[src/rtl/cpu_pkg.sv]
// Shared CPU-wide widths and the writeback queue entry type.
package cpu_pkg;

    localparam int REG_ADDR_W = 6;
    localparam int REG_DATA_W = 32;
    localparam logic [REG_ADDR_W-1:0] ZERO_REG = '0;

    typedef struct packed {
        logic                  valid;
        logic [REG_ADDR_W-1:0] addr;
        logic [REG_DATA_W-1:0] data;
    } wb_entry_t;

endpackage

[src/rtl/wb_lookup.sv]
// Youngest-match bypass search over the writeback queue, scanning from head.
module wb_lookup
    import cpu_pkg::*;
#(
    parameter int DEPTH = 4
) (
    input  wb_entry_t             entries [DEPTH],
    input  logic [$clog2(DEPTH)-1:0] head,
    input  logic [REG_ADDR_W-1:0] addr,
    output logic                  hit,
    output logic [REG_DATA_W-1:0] data
);

    localparam int PTR_W = $clog2(DEPTH);

    logic [PTR_W-1:0] idx;

    // Walk oldest to youngest so the last match seen is the one closest to tail.
    always_comb begin
        hit  = 1'b0;
        data = '0;
        idx  = head;
        for (int unsigned i = 0; i < DEPTH; i++) begin
            idx = head + PTR_W'(i);
            if (entries[idx].valid && (entries[idx].addr == addr) && (addr != ZERO_REG)) begin
                hit  = 1'b1;
                data = entries[idx].data;
            end
        end
    end

endmodule

[src/rtl/reg_write_buffer.sv]
// In-order writeback queue in front of RegisterFile's single write port,
// with two bypass lookup ports over the queued entries.
module reg_write_buffer
    import cpu_pkg::*;
#(
    parameter int DEPTH  = 4,
    parameter int ADDR_W = 6,
    parameter int DATA_W = 32
) (
    input  logic                     clk,
    input  logic                     rst,
    input  logic                     inValid,
    output logic                     inReady,
    input  logic [ADDR_W-1:0]        inAddr,
    input  logic [DATA_W-1:0]        inData,
    input  logic                     hold,
    output logic                     writeEn,
    output logic [ADDR_W-1:0]        writeAddr,
    output logic [DATA_W-1:0]        writeData,
    input  logic [ADDR_W-1:0]        lookupAddr1,
    input  logic [ADDR_W-1:0]        lookupAddr2,
    output logic                     lookupHit1,
    output logic [DATA_W-1:0]        lookupData1,
    output logic                     lookupHit2,
    output logic [DATA_W-1:0]        lookupData2,
    output logic [$clog2(DEPTH):0]   count
);

    localparam int PTR_W = $clog2(DEPTH);
    localparam int CNT_W = PTR_W + 1;

    wb_entry_t        entries [DEPTH];
    logic [PTR_W-1:0] head;
    logic [PTR_W-1:0] tail;
    logic             push;
    logic             pop;
    logic             notEmpty;

    assign notEmpty = (count != '0);

    // Gated by rst so queued entries are discarded rather than committed.
    assign writeEn   = notEmpty && !hold && !rst;
    assign writeAddr = notEmpty ? entries[head].addr : '0;
    assign writeData = notEmpty ? entries[head].data : '0;

    assign inReady = (count < CNT_W'(DEPTH)) || writeEn;
    assign pop     = writeEn;
    assign push    = inValid && inReady && (inAddr != ZERO_REG);

    always_ff @(posedge clk) begin
        if (rst) begin
            head  <= '0;
            tail  <= '0;
            count <= '0;
            for (int unsigned i = 0; i < DEPTH; i++) begin
                entries[i].valid <= 1'b0;
            end
        end else begin
            // Pop before push: when full, push and pop share an index and the new entry must win.
            if (pop) begin
                entries[head].valid <= 1'b0;
                head <= head + PTR_W'(1);
            end
            if (push) begin
                entries[tail] <= '{valid: 1'b1, addr: inAddr, data: inData};
                tail <= tail + PTR_W'(1);
            end
            case ({push, pop})
                2'b10:   count <= count + CNT_W'(1);
                2'b01:   count <= count - CNT_W'(1);
                default: count <= count;
            endcase
        end
    end

    wb_lookup #(.DEPTH(DEPTH)) lookup1 (
        .entries (entries),
        .head    (head),
        .addr    (lookupAddr1),
        .hit     (lookupHit1),
        .data    (lookupData1)
    );

    wb_lookup #(.DEPTH(DEPTH)) lookup2 (
        .entries (entries),
        .head    (head),
        .addr    (lookupAddr2),
        .hit     (lookupHit2),
        .data    (lookupData2)
    );

endmodule

[config.mk]
export PLATFORM = sky130hd
export DESIGN_NAME = reg_write_buffer
export DESIGN_NICKNAME = d
export VERILOG_FILES = /design/src/rtl/cpu_pkg.sv /design/src/rtl/wb_lookup.sv /design/src/rtl/reg_write_buffer.sv
export SDC_FILE = /design/constraint.sdc
export NUM_CORES = 1
export LEC_CHECK = 0
export ABC_AREA = 1
export BUFFER_PORTS_ARGS = -buffer_cell sky130_fd_sc_hd__buf_2
export CAP_MARGIN = 0
export CORE_ASPECT_RATIO = 0.5
export CORE_UTILIZATION = 55
export CTS_BUF_LIST = sky130_fd_sc_hd__clkbuf_2 sky130_fd_sc_hd__clkbuf_4 sky130_fd_sc_hd__clkbuf_8
export DETAILED_ROUTE_END_ITERATION = 12
export GPL_ROUTABILITY_DRIVEN = 0
export PLACE_DENSITY_LB_ADDON = 0.25
export SLEW_MARGIN = 20
export SYNTH_ARGS = -nofsm -noshare
export SYNTH_HDL_FRONTEND = slang
export SYNTH_SLANG_ARGS = --single-unit
export TNS_END_PERCENT = 50
[constraint.sdc]
create_clock -name clk -period 4.3 [get_ports clk]
set_clock_uncertainty 0.2 [all_clocks]
set_input_delay 0.645 -clock clk [delete_from_list [all_inputs] [get_ports clk]]
set_output_delay 0.645 -clock clk [all_outputs]
set_load 0.005 [all_outputs]
==> impl_metrics.py <==
metrics = {
    "route": {
        "drt.antenna.violating_nets": 0,
        "detail_route.iter0.violations": 1304,
        "dr_total_vias": 12889,
        "route.detailed.wl_per_inst_um": 16.47,
        "via_density": 5.577,
        "drt-total-wl_mm": 38.07,
        "drt_drc_violations_left": 0,
        "drtPass1Iterations": 6,
    },
    "sta": {
        "max_slew.worst_pin.slew_ns": 0.7520,
        "hold_slack_ns": 0.2951,
        "layout_worst_path_cycle_share": 0.9429,
        "clock.fmax_ghz": 0.2466,
        "finalHoldViolations": 0,
        "normalized_max_slew_margin": 0.4987,
        "timing.final.crit_period_ns": 4.055,
        "fin_ws_ns": 0.2454,
        "rsz_0062_raised_after_global_routing": "no",
        "finalMaxSlewViolations": 0,
        "setup_viol": 0,
        "tns_ns": 0,
    },
    "cts": {
        "post-cts-setup-buffer-count": 0,
        "clock_latency_on_the_worst_skew_pair_ns": 0.48,
        "clock_tree_from_tritoncts": "built",
        "tritoncts_num_sinks": 163,
        "cts.root.buffer_cell": "sky130_fd_sc_hd__clkbuf_8",
        "number_of_buffers_inserted_during_clock_tree_synthesis": 17,
        "clk_path_buf_depth": 2,
        "cts_h_tree_depth": 4,
        "clkTransAtPathRegs_ns": 0.09,
    },
    "floorplanning": {
        "fp.dieArea_mm2": 0.02399,
        "initial_core_util": 0.5621,
        "die_width_um": 218.1,
        "die_height_um": 110.0,
        "core_mm2": 0.02284,
        "io-pin-count": 163,
        "placementRows": 39,
    },
    "cells_and_area": {
        "areaGrowthSynthToFinish_pct": 11.44,
        "design_area_mm2": 0.01431,
        "finish.net_count": 2056,
        "n_antenna_cell": 0,
        "post_route_cells_drive_above_1_share": 0.1277,
        "post_layout_nonfiller_instances": 2311,
    },
    "logic_synthesis": {
        "yosys.cell_count.top_type": "sky130_fd_sc_hd__nand2_1",
        "synthDominantAreaCellType": "sky130_fd_sc_hd__edfxtp_1",
        "synth_async_sr_flop_share": 0,
        "synth.lib_cells_used.distinct": 32,
        "ys.flop_type": "sky130_fd_sc_hd__edfxtp_1",
        "yosysSeqAreaShare": 0.3727,
        "main_area_contributors_after_synthesis": "sky130_fd_sc_hd__edfxtp_1, sky130_fd_sc_hd__nand2_1, sky130_fd_sc_hd__nor2_1, sky130_fd_sc_hd__mux2i_1, sky130_fd_sc_hd__o21ai_0",
        "synth_warnings": 0,
        "synthTopCellsByCount": "sky130_fd_sc_hd__nand2_1, sky130_fd_sc_hd__nor2_1, sky130_fd_sc_hd__o21ai_0",
        "post_syn_nets": 1958,
        "synth_edf_count": 152,
        "postSynthAreaPerCell_um2": 6.778,
        "post_synth_inst_count": 1894,
        "postSynthRegisterBits": 163,
        "post_synthesis_instance_area_mm2": 0.01284,
        "synth_top_area_share": 0.3556,
    },
    "critical_path": {
        "critPathBufInv": 4,
        "worstRegToRegCells": 9,
        "setup.worst_path.start_class": "flip-flop",
        "slowest_stage": "sky130_fd_sc_hd__dfxtp_4",
        "crit_cells": 14,
        "path_class": "reg2out",
        "endpoint_kind": "output port",
        "critical_path_arrival_ns": 3.21,
        "critical-path-top-delay-family": "simple AND/OR/NAND/NOR gates",
        "crit_fanout": 30,
        "cp_data_required_time_ns": 3.45,
        "critical-path-max-stage-delay_ns": 0.36,
        "critical_path.cell_chain": "inv_2, buf_4, nand2_1, nand3_1, nand2_1, nand2_1, o21ai_0, nor2_1, nand2_1, nor2_4, buf_4, a21oi_1, a21oi_1, buf_2",
        "crit_top_cell": "sky130_fd_sc_hd__nand2_1",
    },
    "global_route": {
        "grtUsageTotal": 0.3229,
        "vias_in_the_first_global_route": 11531,
        "grt_use_met1": 0.4321,
        "largest_net_degree_at_the_start_of_global_routing": 126,
        "grt.met2_usage": 0.5190,
        "grt_most_used_layer": "met2",
        "grt_overflow_total": 0,
        "grt_antenna_before_repair": 0,
        "wire_length_of_the_first_global_routing_pass_mm": 59.84,
        "use_met3": 0.06420,
    },
    "status": {
        "status": "completed",
    },
    "power": {
        "power_density_mw_per_mm2": 350.4,
        "p_leak_nw": 6.834,
        "worst_voltage_drop_across_the_vdd_grid_mv": 0.2243,
    },
    "min_path": {
        "worstHoldPathCells": 2,
        "hold_path_class": "reg2reg",
    },
    "place": {
        "placed_cell_area_mm2": 0.01389,
        "placed_cells_incl_taps": 2279,
        "portBuffers": 162,
        "dp_slack_ns": 0.6658,
        "dp.final_hpwl_mm": 25.33,
    },
    "job": {
        "max-cap-violations": 0,
    },
}
[where the power goes]
group          leakage (nW)  switching (W)  internal [W]
Combinational          5.06        0.00140      0.000650
Clock                 0.190       0.000617      0.000521
Sequential             1.58      0.0000315       0.00179
[per-layer routing]
layer  share of wire  vias to the layer above  wire, um
met5               0                        -         0
met2            0.45                      636     16980
met3           0.095                       73      3611
li1                -                     6322         -
met4           0.027                        0      1017
met1            0.43                     5858     16470
[cell usage in the layout, fill, tap and decap left out, types with 3 or more instances in the layout]
| cell | n |
|---|---|
| sky130_fd_sc_hd__nand2_2 | 4 |
| sky130_fd_sc_hd__ha_1 | 8 |
| sky130_fd_sc_hd__nand3_1 | 152 |
| sky130_fd_sc_hd__buf_4 | 26 |
| sky130_fd_sc_hd__xor2_1 | 8 |
| sky130_fd_sc_hd__dfxtp_1 | 10 |
| sky130_fd_sc_hd__clkbuf_8 | 17 |
| sky130_fd_sc_hd__mux2i_1 | 104 |
| sky130_fd_sc_hd__nand4_1 | 3 |
| sky130_fd_sc_hd__inv_1 | 180 |
| sky130_fd_sc_hd__nor2_4 | 11 |
| sky130_fd_sc_hd__nor2_1 | 308 |
| sky130_fd_sc_hd__o21ai_0 | 193 |
| sky130_fd_sc_hd__clkinv_4 | 3 |
| sky130_fd_sc_hd__nand2_1 | 534 |
| sky130_fd_sc_hd__a21oi_1 | 78 |
| sky130_fd_sc_hd__inv_2 | 4 |
| sky130_fd_sc_hd__nor2_2 | 3 |
| sky130_fd_sc_hd__buf_2 | 162 |
| sky130_fd_sc_hd__o21ai_1 | 8 |
| sky130_fd_sc_hd__edfxtp_1 | 152 |
| sky130_fd_sc_hd__buf_12 | 8 |
[flip-flops by register name (all words and copies together) (netlist names)]
name,cells
entries,156
tail,2
count,3
head,2
[worst paths after layout]
kind	slack, ns	start	to
setup / recovery	0.25	head[0]	lookupData2[22]
setup reg to reg	1.65	count[0]	entries[23]
hold / removal	0.30	entries[38]	entries[38]
hold reg to reg	0.30	entries[38]	entries[38]
[layout make-up]
class,instances,area (um^2)
Multi-Input combinational cell,1427,6859
Inverter,185,696.9
Sequential cell,163,4788
Clock inverter,14,155.1
Clock buffer,17,234.0
Timing Repair Buffer,198,1189
Fill cell,2070,8531
Tap cell,307,384.1
[tightest hold or removal path: stages (launching register included)]
cell and delay [ns]:
sky130_fd_sc_hd__dfxtp_1 0.33, sky130_fd_sc_hd__nand2_1 0.07, sky130_fd_sc_hd__a21oi_1 0.06
[stage by stage]
stage                     utilization  power (W)
after CTS                      0.6252   0.004971
after floorplan                     -   0.003295
after detailed placement       0.6082   0.003856
after global placement         0.6082   0.003831
final                          0.6265   0.005013
after global routing           0.6265   0.005336
[logic make-up (layout without fill, tap and decap cells)]
| kind of cell | after synthesis | in the layout | share of synthesized area |
|---|---|---|---|
| compound gates | 285 | 285 | 0.1123 |
| xor+xnor | 8 | 8 | 0.005458 |
| fa+ha+maj | 10 | 10 | 0.01033 |
| buf+inv | 305 | 414 | 0.09990 |
| flops | 163 | 163 | 0.3727 |
| mux | 104 | 104 | 0.08109 |
| simple gates | 1019 | 1020 | 0.3182 |
[what timing repair did]
action	in CTS	in global routing
hold buffers	0	0
setup endpoints to repair	0	60
resized for setup	0	3
endpoints found under the hold margin	0	0
Note: power is estimated with default switching activity, not from simulation.
